File: src/rtl/interrupt_controller.sv
// Interrupt controller: edge-captures source requests into IF, masks with IE,
// resolves lowest-index priority and returns a one-cycle ack on CPU acceptance.
module interrupt_controller #(
   parameter int          NUM_SRC = 5,
   parameter logic [15:0] IF_ADDR = 16'hFF0F,
   parameter logic [15:0] IE_ADDR = 16'hFFFF
) (
   input  logic               I_CLK33,
   input  logic               I_RESET_L,
   input  logic [NUM_SRC-1:0] I_INT_REQ,
   output logic [NUM_SRC-1:0] O_INT_ACK,
   input  logic               I_MEM_ENABLE,
   input  logic [15:0]        I_ADDR,
   input  logic [7:0]         I_DATA,
   input  logic               I_WE_L,
   input  logic               I_RE_L,
   output logic [7:0]         O_DATA,
   output logic               O_SELECT,
   output logic               O_INT_PENDING,
   output logic [15:0]        O_INT_VECTOR,
   input  logic               I_INT_ACCEPT
);

   localparam int IDX_W = (NUM_SRC > 1) ? $clog2(NUM_SRC) : 1;

   typedef enum logic {
      ST_IDLE,
      ST_ACK
   } state_t;

   state_t               state_q, state_d;
   logic [IDX_W-1:0]     ack_idx_q, ack_idx_d;
   logic [NUM_SRC-1:0]   if_q, if_d;
   logic [7:0]           ie_q, ie_d;
   logic [NUM_SRC-1:0]   req_prev_q, req_prev_d;
   logic [7:0]           rdata_q, rdata_d;
   logic                 sel_q, sel_d;

   logic                 wr_if, wr_ie, rd_if, rd_ie;
   logic [NUM_SRC-1:0]   pend;
   logic [NUM_SRC-1:0]   req_rise;
   logic [IDX_W-1:0]     win_idx;
   logic                 take;

   always_comb begin
      wr_if = I_MEM_ENABLE && !I_WE_L && (I_ADDR == IF_ADDR);
      wr_ie = I_MEM_ENABLE && !I_WE_L && (I_ADDR == IE_ADDR);
      rd_if = I_MEM_ENABLE && !I_RE_L && (I_ADDR == IF_ADDR);
      rd_ie = I_MEM_ENABLE && !I_RE_L && (I_ADDR == IE_ADDR);
   end

   assign pend     = if_q & ie_q[NUM_SRC-1:0];
   assign req_rise = I_INT_REQ & ~req_prev_q;

   // Scan high to low so the lowest set index is the one left standing.
   always_comb begin
      win_idx = '0;
      for (int i = NUM_SRC - 1; i >= 0; i--) begin
         if (pend[i]) win_idx = IDX_W'(i);
      end
   end

   assign O_INT_PENDING = |pend;
   assign O_INT_VECTOR  = (|pend) ? (16'h0040 + (16'(win_idx) << 3)) : 16'h0000;

   assign take = (state_q == ST_IDLE) && I_INT_ACCEPT && (|pend);

   always_comb begin
      state_d   = state_q;
      ack_idx_d = ack_idx_q;
      case (state_q)
         ST_IDLE: begin
            if (take) begin
               state_d   = ST_ACK;
               ack_idx_d = win_idx;
            end
         end
         ST_ACK:  state_d = ST_IDLE;
         default: state_d = ST_IDLE;
      endcase
   end

   // Per-bit precedence: bus write < acceptance clear < new request edge.
   always_comb begin
      if_d = if_q;
      if (wr_if) if_d = I_DATA[NUM_SRC-1:0];
      if (take) if_d[win_idx] = 1'b0;
      if_d       = if_d | req_rise;
      ie_d       = wr_ie ? I_DATA : ie_q;
      req_prev_d = I_INT_REQ;
   end

   always_comb begin
      rdata_d = 8'h00;
      sel_d   = 1'b0;
      if (rd_if) begin
         rdata_d                = 8'hFF;
         rdata_d[NUM_SRC-1:0]   = if_q;
         sel_d                  = 1'b1;
      end else if (rd_ie) begin
         rdata_d = ie_q;
         sel_d   = 1'b1;
      end
   end

   always_comb begin
      O_INT_ACK = '0;
      if (state_q == ST_ACK) O_INT_ACK[ack_idx_q] = 1'b1;
   end

   assign O_DATA   = rdata_q;
   assign O_SELECT = sel_q;

   always_ff @(posedge I_CLK33) begin
      if (!I_RESET_L) begin
         state_q    <= ST_IDLE;
         ack_idx_q  <= '0;
         if_q       <= '0;
         ie_q       <= 8'h00;
         req_prev_q <= '0;
         rdata_q    <= 8'h00;
         sel_q      <= 1'b0;
      end else begin
         state_q    <= state_d;
         ack_idx_q  <= ack_idx_d;
         if_q       <= if_d;
         ie_q       <= ie_d;
         req_prev_q <= req_prev_d;
         rdata_q    <= rdata_d;
         sel_q      <= sel_d;
      end
   end

endmodule

File: config.mk
export PLATFORM = sky130hd
export DESIGN_NAME = interrupt_controller
export DESIGN_NICKNAME = d
export VERILOG_FILES = /design/src/rtl/interrupt_controller.sv
export SDC_FILE = /design/constraint.sdc
export NUM_CORES = 1
export LEC_CHECK = 0
export BUFFER_PORTS_ARGS = -buffer_cell sky130_fd_sc_hd__buf_2
export CAP_MARGIN = 10
export CORE_UTILIZATION = 40
export CTS_CLUSTER_SIZE = 20
export DETAILED_ROUTE_END_ITERATION = 16
export PLACE_DENSITY_LB_ADDON = 0.2
export SLEW_MARGIN = 20
export SYNTH_ARGS = -nofsm -noshare
export SYNTH_HDL_FRONTEND = slang
export SYNTH_SLANG_ARGS = --single-unit
File: constraint.sdc
create_clock -name I_CLK33 -period 1.6 [get_ports I_CLK33]
set_clock_uncertainty 0.1 [all_clocks]
set_input_delay 0.16 -clock I_CLK33 [delete_from_list [all_inputs] [get_ports I_CLK33]]
set_output_delay 0.16 -clock I_CLK33 [all_outputs]
set_load 0.05 [all_outputs]
# Word-level counts from Yosys, hierarchy flattened
# Index checks and enable logic that the tools add are counted.
totals:
  regBits: 31
  input_bits: 35
op_classes:
  addsub: 1
  order_cmp: 4
  n_eq_ne: 2
  n_mux: 19
  bitwise: 7
  n_reduce_logical: 14
ops:
  columns: ["cell", "n"]
  rows:
  - ["== test 16 bit (second input constant)", 2]
  - ["2-to-1 mux 8 bit", 3]
  - ["bitwise AND 5 bit", 3]
  - ["2-to-1 mux 3 bit", 5]
  - ["2-to-1 mux 5 bit", 3]
  - ["logical AND 1 bit", 10]
  - ["inverter 5 bit", 2]
  - ["adder 7 x 6 -> 8 bit (first input constant)", 1]
  - ["less-than comparator 3 x 4 -> 1 bit (second input constant)", 2]
  - ["demux 1 bit (select 3 bit)", 2]
  - ["greater-or-equal comparator 3 x 1 -> 1 bit (second input constant)", 2]
  - ["2-to-1 mux 1 bit", 5]
  - ["OR 5 bit", 1]
  - ["OR reduction 5 bit", 1]
  - ["logical NOT 1 bit", 2]
  - ["case mux 1 bit (2 select lines)", 1]
  - ["AND reduction 2 bit", 1]
  - ["inverter 1 bit", 1]

# Longest topological paths before layout
# Gate-level depths: netlist (run 1).
depth:
  ltp_word: 14
  depth_mapped: 6
  depth_no_buf: 4

# Worst setup path after synthesis (run 1)
# Ideal clock, no wire load.
synth_timing:
  path_kind: "reg2out"
  startpoint: "register state_q"
  endpoint: "output port O_INT_ACK[4]"
  arrival_ns: 1.574
  required_time_ns: 1.340
  setup_slack_ns: -0.234
  stages_incl_launch_ff: 3
  path_buffers: 0
  cell_sequence: "dfxtp_1 nand2_1 nor3b_1"
synth_between:
  elab_chain_cells: 1
synth_rtl:
  columns: ["item", "line_no", "text"]
  rows:
  - ["from (decl)", "31", "state_t state_q, state_d;"]
  - ["from (signal assigned)", "124", "state_q <= state_d;"]
  - ["2-to-1 mux 5 bit", "108", "if (state_q == ST_ACK) O_INT_ACK[ack_idx_q] = 1'b1;"]
  - ["to (decl)", "11", "output logic [NUM_SRC-1:0] O_INT_ACK,"]
# No other way between the ends.

# Worst setup path after layout (run 1)
layout_timing:
  startpoint: "register if_q[0]"
  endpoint: "output port O_INT_VECTOR[4]"
layout_between:
  elab_chain_cells: 4
  elab_cells_between_ends: 5
  cone_classes: "add/sub (1); mux (2); bitwise (1); reduce/logical (1)"
layout_rtl:
  columns: ["item", "line_no", "text"]
  rows:
  - ["from (decl)", "33", "logic [NUM_SRC-1:0] if_q, if_d;"]
  - ["from (signal assigned)", "126", "if_q <= if_d;"]
  - ["bitwise AND 5 bit *", "52", "assign pend = if_q & ie_q[NUM_SRC-1:0];"]
  - ["2-to-1 mux 3 bit", "59", "if (pend[i]) win_idx = IDX_W'(i);"]
  - ["adder 7 x 6 -> 8 bit", "64", "assign O_INT_VECTOR = (|pend) ? (16'h0040 + (16'(win_idx) << 3)) : 16'h0000;"]
  - ["2-to-1 mux 8 bit *", "64", null]
  - ["to (decl)", "20", "output logic [15:0] O_INT_VECTOR,"]
# Mark *: on every way between the ends. The rest lies on a longest branch, timed or not.

==> results of run 1 <==
==> state kept, by name (all words and copies together) (netlist names) <==
| name | flops |
|---|---|
| ack_idx_q | 3 |
| ie_q | 8 |
| state_q | 1 |
| req_prev_q | 5 |
| O_SELECT | 1 |
| if_q | 5 |
| O_DATA | 8 |
==> worst min-delay path: stages <==
cell and delay (ns):
buf_2 0.07, nand2_1 0.07, inv_1 0.05
==> layout make-up <==
| type | count | area share |
|---|---|---|
| multi-input cells | 132 | 0.404 |
| flip-flops and latches | 31 | 0.296 |
| repair buffers | 72 | 0.210 |
| clock buffers | 8 | 0.0475 |
| well taps | 48 | 0.0285 |
| inverters | 8 | 0.0142 |
==> final timing paths <==
check                startpoint         endpoint  slack [ns]  depth (start not counted)
setup / recovery        if_q[0]  O_INT_VECTOR[4]       0.007                          5
hold / removal     I_INT_REQ[3]    req_prev_q[3]     0.00006                          3
hold reg to reg   req_prev_q[0]          if_q[0]        0.34                          1
setup reg to reg        if_q[3]     ack_idx_q[1]        0.14                          6
==> through the flow <==
step	utilization	instances	total power, W
CTS	0.552	298	0.00169
global placement	0.510	285	0.00101
detailed placement	0.510	285	0.00101
global route	0.563	299	0.00174
finish	0.563	299	0.00168
floorplan	-	192	0.000959
==> what timing repair did <==
action	in CTS	in global routing
pin swaps	1	3
gates resized for setup	6	11
hold buffers	3	0
setup buffers	2	1
endpoints found under the setup margin	5	5
endpoints found under the hold margin	3	0
==> logic make-up after synthesis <==
| family | Yosys count | share of synthesized area |
|---|---|---|
| AOI/OAI and AO/OA | 44 | 0.198 |
| buffers and inverters | 29 | 0.122 |
| DFF | 31 | 0.390 |
| other | 1 | 0.00236 |
| and+or+nand+nor | 76 | 0.287 |
==> metal layers <==
layer,up-vias,GRT usage
li1,767,-
met1,716,0.256
met2,53,0.286
met3,11,0.0493
met4,0,0.125
met5,-,0
==> placed cells by master, fill, tap and decap left out, drive strengths merged, types with 2 or more instances in the layout <==
cell type | netlist | final
a21oi | 18 | 18
a41oi | 3 | 3
and2 | 8 | 8
and3 | 2 | 2
and4 | 3 | 3
buf | 19 | 69
clkbuf | 2 | 8
conb | 1 | 12
dfxtp | 31 | 31
dlygate4sd3 | 0 | 3
inv | 8 | 8
nand2 | 15 | 15
nand2b | 3 | 3
nand3 | 23 | 23
nand4 | 5 | 5
nor2 | 8 | 8
nor3 | 2 | 2
nor3b | 3 | 3
o2111ai | 3 | 3
o211ai | 2 | 2
o21ai | 10 | 10
o221ai | 5 | 5
==> power groups by stage <==
stage / combinational, W / clock [W] / sequential, W
after floorplan: 0.000138 / 0 / 0.000821
after global placement: 0.000186 / 0 / 0.000824
after detailed placement: 0.000186 / 0 / 0.000824
final: 0.000192 / 0.000677 / 0.000809
after CTS: 0.000192 / 0.000688 / 0.000807
after global routing: 0.000209 / 0.000722 / 0.000809
==> metrics.cfg, run 1 <==
[setup_path]
crit_type=register to output pin
cpPeakStageDelay_ns=0.35
worstSetupEndpointType=output pin
startpoint_type=register
crit_required_ns=1.34
crit_slowest_cell=dfxtp_1
cpMostUsedCell=buf_4
path_delay_family=buffers and inverters
crit_buf_inv=2
cp_max_fo=6
arrival_ns=1.33
crit_chain=nand2_2, buf_4, nand2_1, nor2_1, buf_4

[placement]
place_ws_ns=0.138
io_buffers=53
postPlaceCellArea_um2=1910
gp_congestion=0.824
place_hpwl_mm=2.87

[yosys]
synth_edf_count=0
seq_area_frac_synth=0.390
synth_area_leader_cell=dfxtp_1
syn_area_um2=1590
synth_async_sr_flop_share=0
netlist_instances=181
synth_ff_type=dfxtp_1
synth.most_common_cell=dfxtp_1
synthDistinctLibCells=37
synth_warnings=0
synth_top_area_share=0.390
synth.avg_cell_area_um2=8.79
synth_seq_cells=31
yosys-top-cells-area=dfxtp_1 39%, buf_4 7.6%, nand3_1 6.6%
ys_top_cells_by_count=31 x dfxtp_1, 21 x nand3_1, 16 x a21oi_1, 16 x buf_4, 15 x nand2_1

[hold_path]
hp-class=primary input to register

[routing]
wl_met1_mm=1.76
wirelength_mm=3.96
dr_wl_met3_um=212
first_pass_iters=4
drcViolationCount=0
drtIter0Drc=78
wl_met2_mm=1.89
vias=1547
top_layer=met4
ant_nets=0
wl_per_cell_um=13.2
viasPerCell=5.17

[pwr]
power.share.clock=0.403
p_switching_w=0.000426
p_int_w=0.00125
peakVddDrop_mv=0.467
power.leakage_nw=0.942
combPwrFrac=0.115
p_seq_frac=0.482
power_density_nw_per_um2=796
p_sw_frac=0.254

[floorplan]
rows=22
ios=66
core_region_area_um2=3740
die_y_um=65.1
start_util=0.425
die_x_um=65.1
die-area_um2=4230

[clock_network]
clockBufferDepth=2
cts-buffers-inserted=5
cts_root_buf=clkbuf_8
cts_tree=yes
htree_levels=2
insertion_delay_ns=0.28
cts.sinks=31
cts.clk_slew.worst_paths_ns=0.06

[sta]
rsz0062_at_grt=yes
final-hold-violation-count=0
timing.fmax_ghz=0.628
timing.final.ws_setup_ns=0.00700
final-setup-viol-count=0
period_share=0.996
final.setup.tns_ns=0
post-route-min-period_ns=1.59
holdWs_ns=0.0000570
drv_slew=0

[finish]
regArea_um2=623
antenna_cells=0
layout.nets=285
fill_cells=360
multiInputGateArea_um2=852
drive_gt1_frac=0.406
area.growth.synth_to_final_pct=32.6
design_area_um2=2110

[grt]
grt.total_usage=0.197
antenna_found_initial=0
grt-ovfl-total=0
grt_max_degree=14
grt_pass1_wl_mm=6.20
grt_pass1_vias=1382

[outcome]
status=finished clean

[job]
maxCapViolations=0

Note: power is estimated with default switching activity, not from simulation.
==> inputs of run 2 (changes only) <==
ABC_AREA = 1   (was default)
==> run 2 against run 1 <==
Fmax rose by 4.1%. Count of clock-buffer cells in the layout fell by 2. Critical path type unchanged. Clock power rose by 16%. Area after synthesis fell by 2.5%.
==> metrics.cfg, run 2 <==
[setup_path]
timing.critical_path.to=O_INT_ACK[1]  ; was O_INT_VECTOR[4]
crit_required_ns=1.34  ; about the same
cp_max_fo=4  ; was 6
worst_r2r_endpoint=ack_idx_q[0]  ; was ack_idx_q[1]
arrival_ns=1.27  ; was 1.33 ns
r2r_slack_ns=0.31  ; was 0.14 ns
startpoint=ack_idx_q[1]  ; was if_q[0]
worstSetupEndpointType=output pin  ; unchanged
reg2reg_from=if_q[2]  ; was if_q[3]
r2r_cells=7  ; was 6
startpoint_type=register  ; unchanged
crit_type=register to output pin  ; unchanged

[sta]
timing.final.ws_setup_ns=0.0704  ; was 0.00700 ns
post-route-min-period_ns=1.53  ; was 1.59 ns
final.setup.tns_ns=0  ; unchanged
final-hold-violation-count=0  ; unchanged
holdWs_ns=0.0397  ; was 0.0000570 ns
timing.fmax_ghz=0.654  ; was 0.628 GHz
period_share=0.956  ; was 0.996
final-setup-viol-count=0  ; unchanged
rsz0062_at_grt=yes  ; unchanged
drv_slew=0  ; unchanged

[finish]
area.growth.synth_to_final_pct=32.2  ; was 32.6%
regArea_um2=621  ; was 623 µm²
mostFrequentLayoutCell=nand2_1  ; was buf_2
drive_gt1_frac=0.317  ; was 0.406
fill_cells=374  ; was 360
layout.nets=318  ; was 285
multiInputGateArea_um2=786  ; was 852 µm²
mostFrequentLayoutCells=60 x nand2_1, 46 x buf_2, 31 x dfxtp_1, 25 x nand3_1, 21 x a21oi_1  ; was 48 x buf_2, 29 x dfxtp_1, 20 x nand3_1, 17 x buf_4, 16 x a21oi_1
antenna_cells=0  ; unchanged

[yosys]
synthDistinctLibCells=24  ; was 37
synth.most_common_cell=nand2_1  ; was dfxtp_1
synth_area_leader_cell=dfxtp_1  ; unchanged
yosys-top-cells-area=dfxtp_1 40%, nand2_1 15%, nand3_1 8.1%  ; was dfxtp_1 39%, buf_4 7.6%, nand3_1 6.6%
synth_edf_count=0  ; unchanged
synth_warnings=0  ; unchanged
synth_async_sr_flop_share=0  ; unchanged
ys_top_cells_by_count=63 x nand2_1, 31 x dfxtp_1, 25 x nand3_1  ; was 31 x dfxtp_1, 21 x nand3_1, 16 x a21oi_1, 16 x buf_4, 15 x nand2_1
synth_seq_cells=31  ; unchanged
synth.avg_cell_area_um2=6.98  ; was 8.79 µm²
syn_area_um2=1550  ; was 1590 µm²
netlist_instances=222  ; was 181
seq_area_frac_synth=0.400  ; was 0.390
synth_ff_type=dfxtp_1  ; unchanged
synth_top_area_share=0.400  ; was 0.390

[routing]
wirelength_mm=3.15  ; was 3.96 mm
drcViolationCount=0  ; unchanged
drtIter0Drc=53  ; was 78
ant_nets=0  ; unchanged
vias=1500  ; was 1,547
wl_per_cell_um=9.50  ; was 13.2 µm
first_pass_iters=4  ; unchanged
viasPerCell=4.52  ; was 5.17

[placement]
place_ws_ns=0.271  ; was 0.138 ns
place_hpwl_mm=2.42  ; was 2.87 mm
io_buffers=53  ; unchanged
gp_congestion=0.806  ; was 0.824

[clock_network]
cts-buffers-inserted=5  ; unchanged
htree_levels=2  ; unchanged
cts_setup_buffers=0  ; was 2
insertion_delay_ns=0.28  ; about the same
clockBufferDepth=2  ; unchanged
cts.clk_slew.worst_paths_ns=0.06  ; about the same
cts_tree=yes  ; unchanged
cts_root_buf=clkbuf_8  ; unchanged
cts.sinks=31  ; unchanged

[pwr]
power_density_nw_per_um2=868  ; was 796 nW/µm²
power.share.clock=0.441  ; was 0.403
p_sw_frac=0.237  ; was 0.254
combPwrFrac=0.108  ; was 0.115
p_switching_w=0.000421  ; was 0.000426 W
p_int_w=0.00136  ; was 0.00125 W
power.leakage_nw=1.02  ; was 0.942 nW
p_seq_frac=0.451  ; was 0.482
peakVddDrop_mv=0.607  ; was 0.467 mV

[job]
maxCapViolations=0  ; unchanged

[grt]
grt_max_degree=21  ; was 14
grt.total_usage=0.166  ; was 0.197
grt-ovfl-total=0  ; unchanged
grt_pass1_vias=1214  ; was 1,382
grt_pass1_wl_mm=5.29  ; was 6.20 mm
antenna_found_initial=0  ; unchanged

[floorplan]
ios=66  ; unchanged
die_y_um=64.3  ; was 65.1 µm
core_region_area_um2=3690  ; was 3740 µm²
die_x_um=64.3  ; was 65.1 µm
die-area_um2=4130  ; was 4230 µm²
start_util=0.420  ; was 0.425
rows=22  ; unchanged

[outcome]
status=finished clean  ; unchanged

[hold_path]
hp-class=primary input to register  ; unchanged

## run 2: area by class of cell
class / count / share of cell area
clock buffers: 6 / 0.0403
clock inverters: 2 / 0.0171
inverters: 23 / 0.0427
multi-input cells: 160 / 0.383
flip-flops and latches: 31 / 0.303
well taps: 48 / 0.0293
repair buffers: 62 / 0.184
## run 2: critical path, stage by stage (launching register included)
cell and delay, ns:
dfxtp_1 0.34, or2_2 0.30, nor3_2 0.11, clkbuf_4 0.25
## run 2: cell families (layout without fill, tap and decap cells)
group                  after synthesis  in the layout  share of synthesized area
AO/OA/AOI/OAI                       24             24                     0.0791
AND/OR/NAND/NOR                    124            124                      0.377
other                                1             12                    0.00242
flip-flops                          31             31                      0.400
buffers and inverters               42             93                      0.141
## run 2: power by group through the flow
stage | clock network, W | logic [W] | registers (W)
floorplan | 0 | 0.000150 | 0.000816
CTS | 0.000803 | 0.000193 | 0.000803
global route | 0.000843 | 0.000213 | 0.000805
finish | 0.000784 | 0.000192 | 0.000803
global placement | 0 | 0.000183 | 0.000821
detailed placement | 0 | 0.000184 | 0.000821
## run 2: metal layers
layer | track usage | vias up | wire (µm)
met5 | 0 | - | 0
met4 | 0.0417 | 0 | 23
met3 | 0.0589 | 4 | 204
met2 | 0.259 | 52 | 1410
met1 | 0.217 | 634 | 1520
li1 | - | 810 | -
## run 2: stage by stage
step                      instances  utilization  area, µm²  power, W
after global routing            332        0.556       2050   0.00186
after detailed placement        319        0.499       1840   0.00100
after floorplan                 233            -       1620  0.000966
after CTS                       332        0.545       2010   0.00180
after global placement          319        0.499       1840   0.00100
final                           332        0.556       2050   0.00178
## run 2: how the worst min path moves through the flow
stage / start / end / cells past startpoint
after floorplan: I_INT_REQ[0] / req_prev_q[0] / 2
after global placement: I_INT_REQ[2] / req_prev_q[2] / 3
after detailed placement: I_INT_REQ[2] / req_prev_q[2] / 3
after CTS: I_DATA[6] / ie_q[6] / 3
after global routing: I_DATA[6] / ie_q[6] / 3
final: I_DATA[6] / ie_q[6] / 3
## run 2: timing repair
item / CTS / global route
hold buffers: 5 / 0
endpoints found under the setup margin: 3 / 7
gates resized for setup: 1 / 18
pin swaps: 0 / 1
hold endpoints to repair: 5 / 0
==> inputs of run 3 (changes only) <==
BUFFER_PORTS_ARGS = default   (was -buffer_cell sky130_fd_sc_hd__buf_2)
DONT_BUFFER_PORTS = 1   (was default)
REMOVE_ABC_BUFFERS = 1   (was default)
==> run 3 against run 2 <==
Worst setup slack got worse by 0.012 ns. Power about the same. Largest cell class unchanged. Non-clock buffer count decreased by 30. Sequential power about the same. Critical path type unchanged.
==> metrics.cfg, run 3 (synthesis gave the netlist of run 2 again) <==
[finish]
regArea_um2=621  ; unchanged
layout.nets=288  ; was 318
antenna_cells=0  ; unchanged
area.growth.synth_to_final_pct=27.3  ; was 32.2%
drive_gt1_frac=0.177  ; was 0.317
fill_cells=376  ; was 374
mostFrequentLayoutCells=59 x nand2_1, 31 x dfxtp_1, 25 x nand3_1, 21 x a21oi_1  ; was 60 x nand2_1, 46 x buf_2, 31 x dfxtp_1, 25 x nand3_1, 21 x a21oi_1
mostFrequentLayoutCell=nand2_1  ; unchanged
multiInputGateArea_um2=779  ; was 786 µm²
design_area_um2=1970  ; was 2050 µm²

[routing]
vias=1445  ; was 1,500
wl_per_cell_um=11.8  ; was 9.50 µm
drcViolationCount=0  ; unchanged
drtIter0Drc=59  ; was 53
wirelength_mm=3.55  ; was 3.15 mm
ant_nets=0  ; unchanged
first_pass_iters=4  ; unchanged
viasPerCell=4.78  ; was 4.52

[floorplan]
start_util=0.420  ; unchanged
die_y_um=64.3  ; unchanged
core_region_area_um2=3690  ; unchanged
rows=22  ; unchanged
die-area_um2=4130  ; unchanged
ios=66  ; unchanged
die_x_um=64.3  ; unchanged

[placement]
place_ws_ns=0.228  ; was 0.271 ns
io_buffers=0  ; was 53
postPlaceCellArea_um2=1620  ; was 1840 µm²
place_hpwl_mm=2.47  ; was 2.42 mm
gp_congestion=0.806  ; about the same

[grt]
antenna_found_initial=0  ; unchanged
grt_pass1_wl_mm=5.92  ; was 5.29 mm
grt-ovfl-total=0  ; unchanged
grt.total_usage=0.191  ; was 0.166
grt_pass1_vias=1346  ; was 1,214
grt_max_degree=21  ; unchanged

[job]
maxCapViolations=0  ; unchanged

[outcome]
status=finished clean  ; unchanged

[pwr]
p_seq_frac=0.452  ; was 0.451
power.leakage_nw=0.887  ; was 1.02 nW
total_power_w=0.00178  ; about the same
power.share.clock=0.447  ; was 0.441
combPwrFrac=0.101  ; was 0.108
p_sw_frac=0.239  ; was 0.237
p_int_w=0.00135  ; was 0.00136 W
power_density_nw_per_um2=902  ; was 868 nW/µm²
peakVddDrop_mv=0.452  ; was 0.607 mV
p_switching_w=0.000426  ; was 0.000421 W

[clock_network]
cts.clk_slew.worst_paths_ns=0.06  ; about the same
cts_setup_buffers=0  ; unchanged
cts_tree=yes  ; unchanged
cts_root_buf=clkbuf_8  ; unchanged
insertion_delay_ns=0.29  ; was 0.28 ns
clockBufferDepth=2  ; unchanged
htree_levels=2  ; unchanged
cts.sinks=31  ; unchanged
cts-buffers-inserted=5  ; unchanged

[setup_path]
crit_type=register to output pin  ; unchanged
cp_max_fo=4  ; unchanged
arrival_ns=1.28  ; was 1.27 ns
startpoint_type=register  ; unchanged
crit_required_ns=1.34  ; about the same
worstSetupEndpointType=output pin  ; unchanged

[sta]
drv_slew=0  ; unchanged
relSlewSlack=0.597
holdWs_ns=0.0137  ; was 0.0397 ns
post-route-min-period_ns=1.54  ; was 1.53 ns
final-hold-violation-count=0  ; unchanged
timing.final.ws_setup_ns=0.0588  ; was 0.0704 ns
period_share=0.963  ; was 0.956
final-setup-viol-count=0  ; unchanged
timing.fmax_ghz=0.649  ; was 0.654 GHz
worst_pin_slew_ns=0.604

[hold_path]
hp-class=primary input to register  ; unchanged

-- run 3: cell count changes in the layout (fill, tap and decap cells not counted), moves of 2 or more --
cell,previous run,this run
buf_2,46,0
clkbuf_4,2,0
buf_6,4,2
nor3_2,4,0
nor3_1,0,3
buf_4,5,10
dlygate4sd3_1,5,19
-- run 3: power groups by stage --
stage	Combinational [W]	Clock, W	Sequential, W
final	0.000179	0.000796	0.000804
after global routing	0.000196	0.000843	0.000805
after CTS	0.000178	0.000812	0.000803
after detailed placement	0.000138	0	0.000820
after global placement	0.000137	0	0.000819
after floorplan	0.000120	0	0.000816
-- run 3: path summary, 6_finish.rpt --
| check | endpoint | slack, ns | cells past startpoint | start |
|---|---|---|---|---|
| max | O_INT_VECTOR[6] | 0.06 | 5 | if_q[3] |
| min | if_q[2] | 0.01 | 3 | I_RESET_L |
| max reg2reg | ack_idx_q[0] | 0.21 | 7 | if_q[3] |
| min reg2reg | ie_q[6] | 0.36 | 2 | ie_q[6] |
-- run 3: critical path, cell delays in order, from the launching register on --
cell and delay, ns:
dfxtp_1 0.42, nand2_2 0.10, nand2_2 0.12, nor2_2 0.06, nand2_1 0.11, buf_12 0.19
-- run 3: layout make-up --
class,count,share of cell area
flip-flops and latches,31,0.315
clock buffers,6,0.0419
multi-input cells,160,0.395
inverters,23,0.0444
repair buffers,32,0.156
well taps,48,0.0304
clock inverters,2,0.0178
-- run 3: metal layers --
metal | global-route usage | vias up | wire length, µm
met5 | 0 | - | 0
met4 | 0.0917 | 0 | 62
met3 | 0.0500 | 7 | 201
met2 | 0.314 | 48 | 1630
met1 | 0.227 | 638 | 1660
li1 | - | 752 | -
-- run 3: metrics by stage --
step	instances	TNS (ns)	utilization
after floorplan	214	-3.24	-
final	302	0	0.535
after detailed placement	275	0	0.440
after global placement	275	0	0.440
after global routing	302	-0.000306	0.535
after CTS	302	0	0.525
-- run 3: repair_timing --
action | 4_1_cts | 5_1_grt
setup endpoints to repair | 3 | 4
hold buffers | 19 | 0
hold endpoints to repair | 19 | 0
gates resized for setup | 2 | 11
cloned | 0 | 0
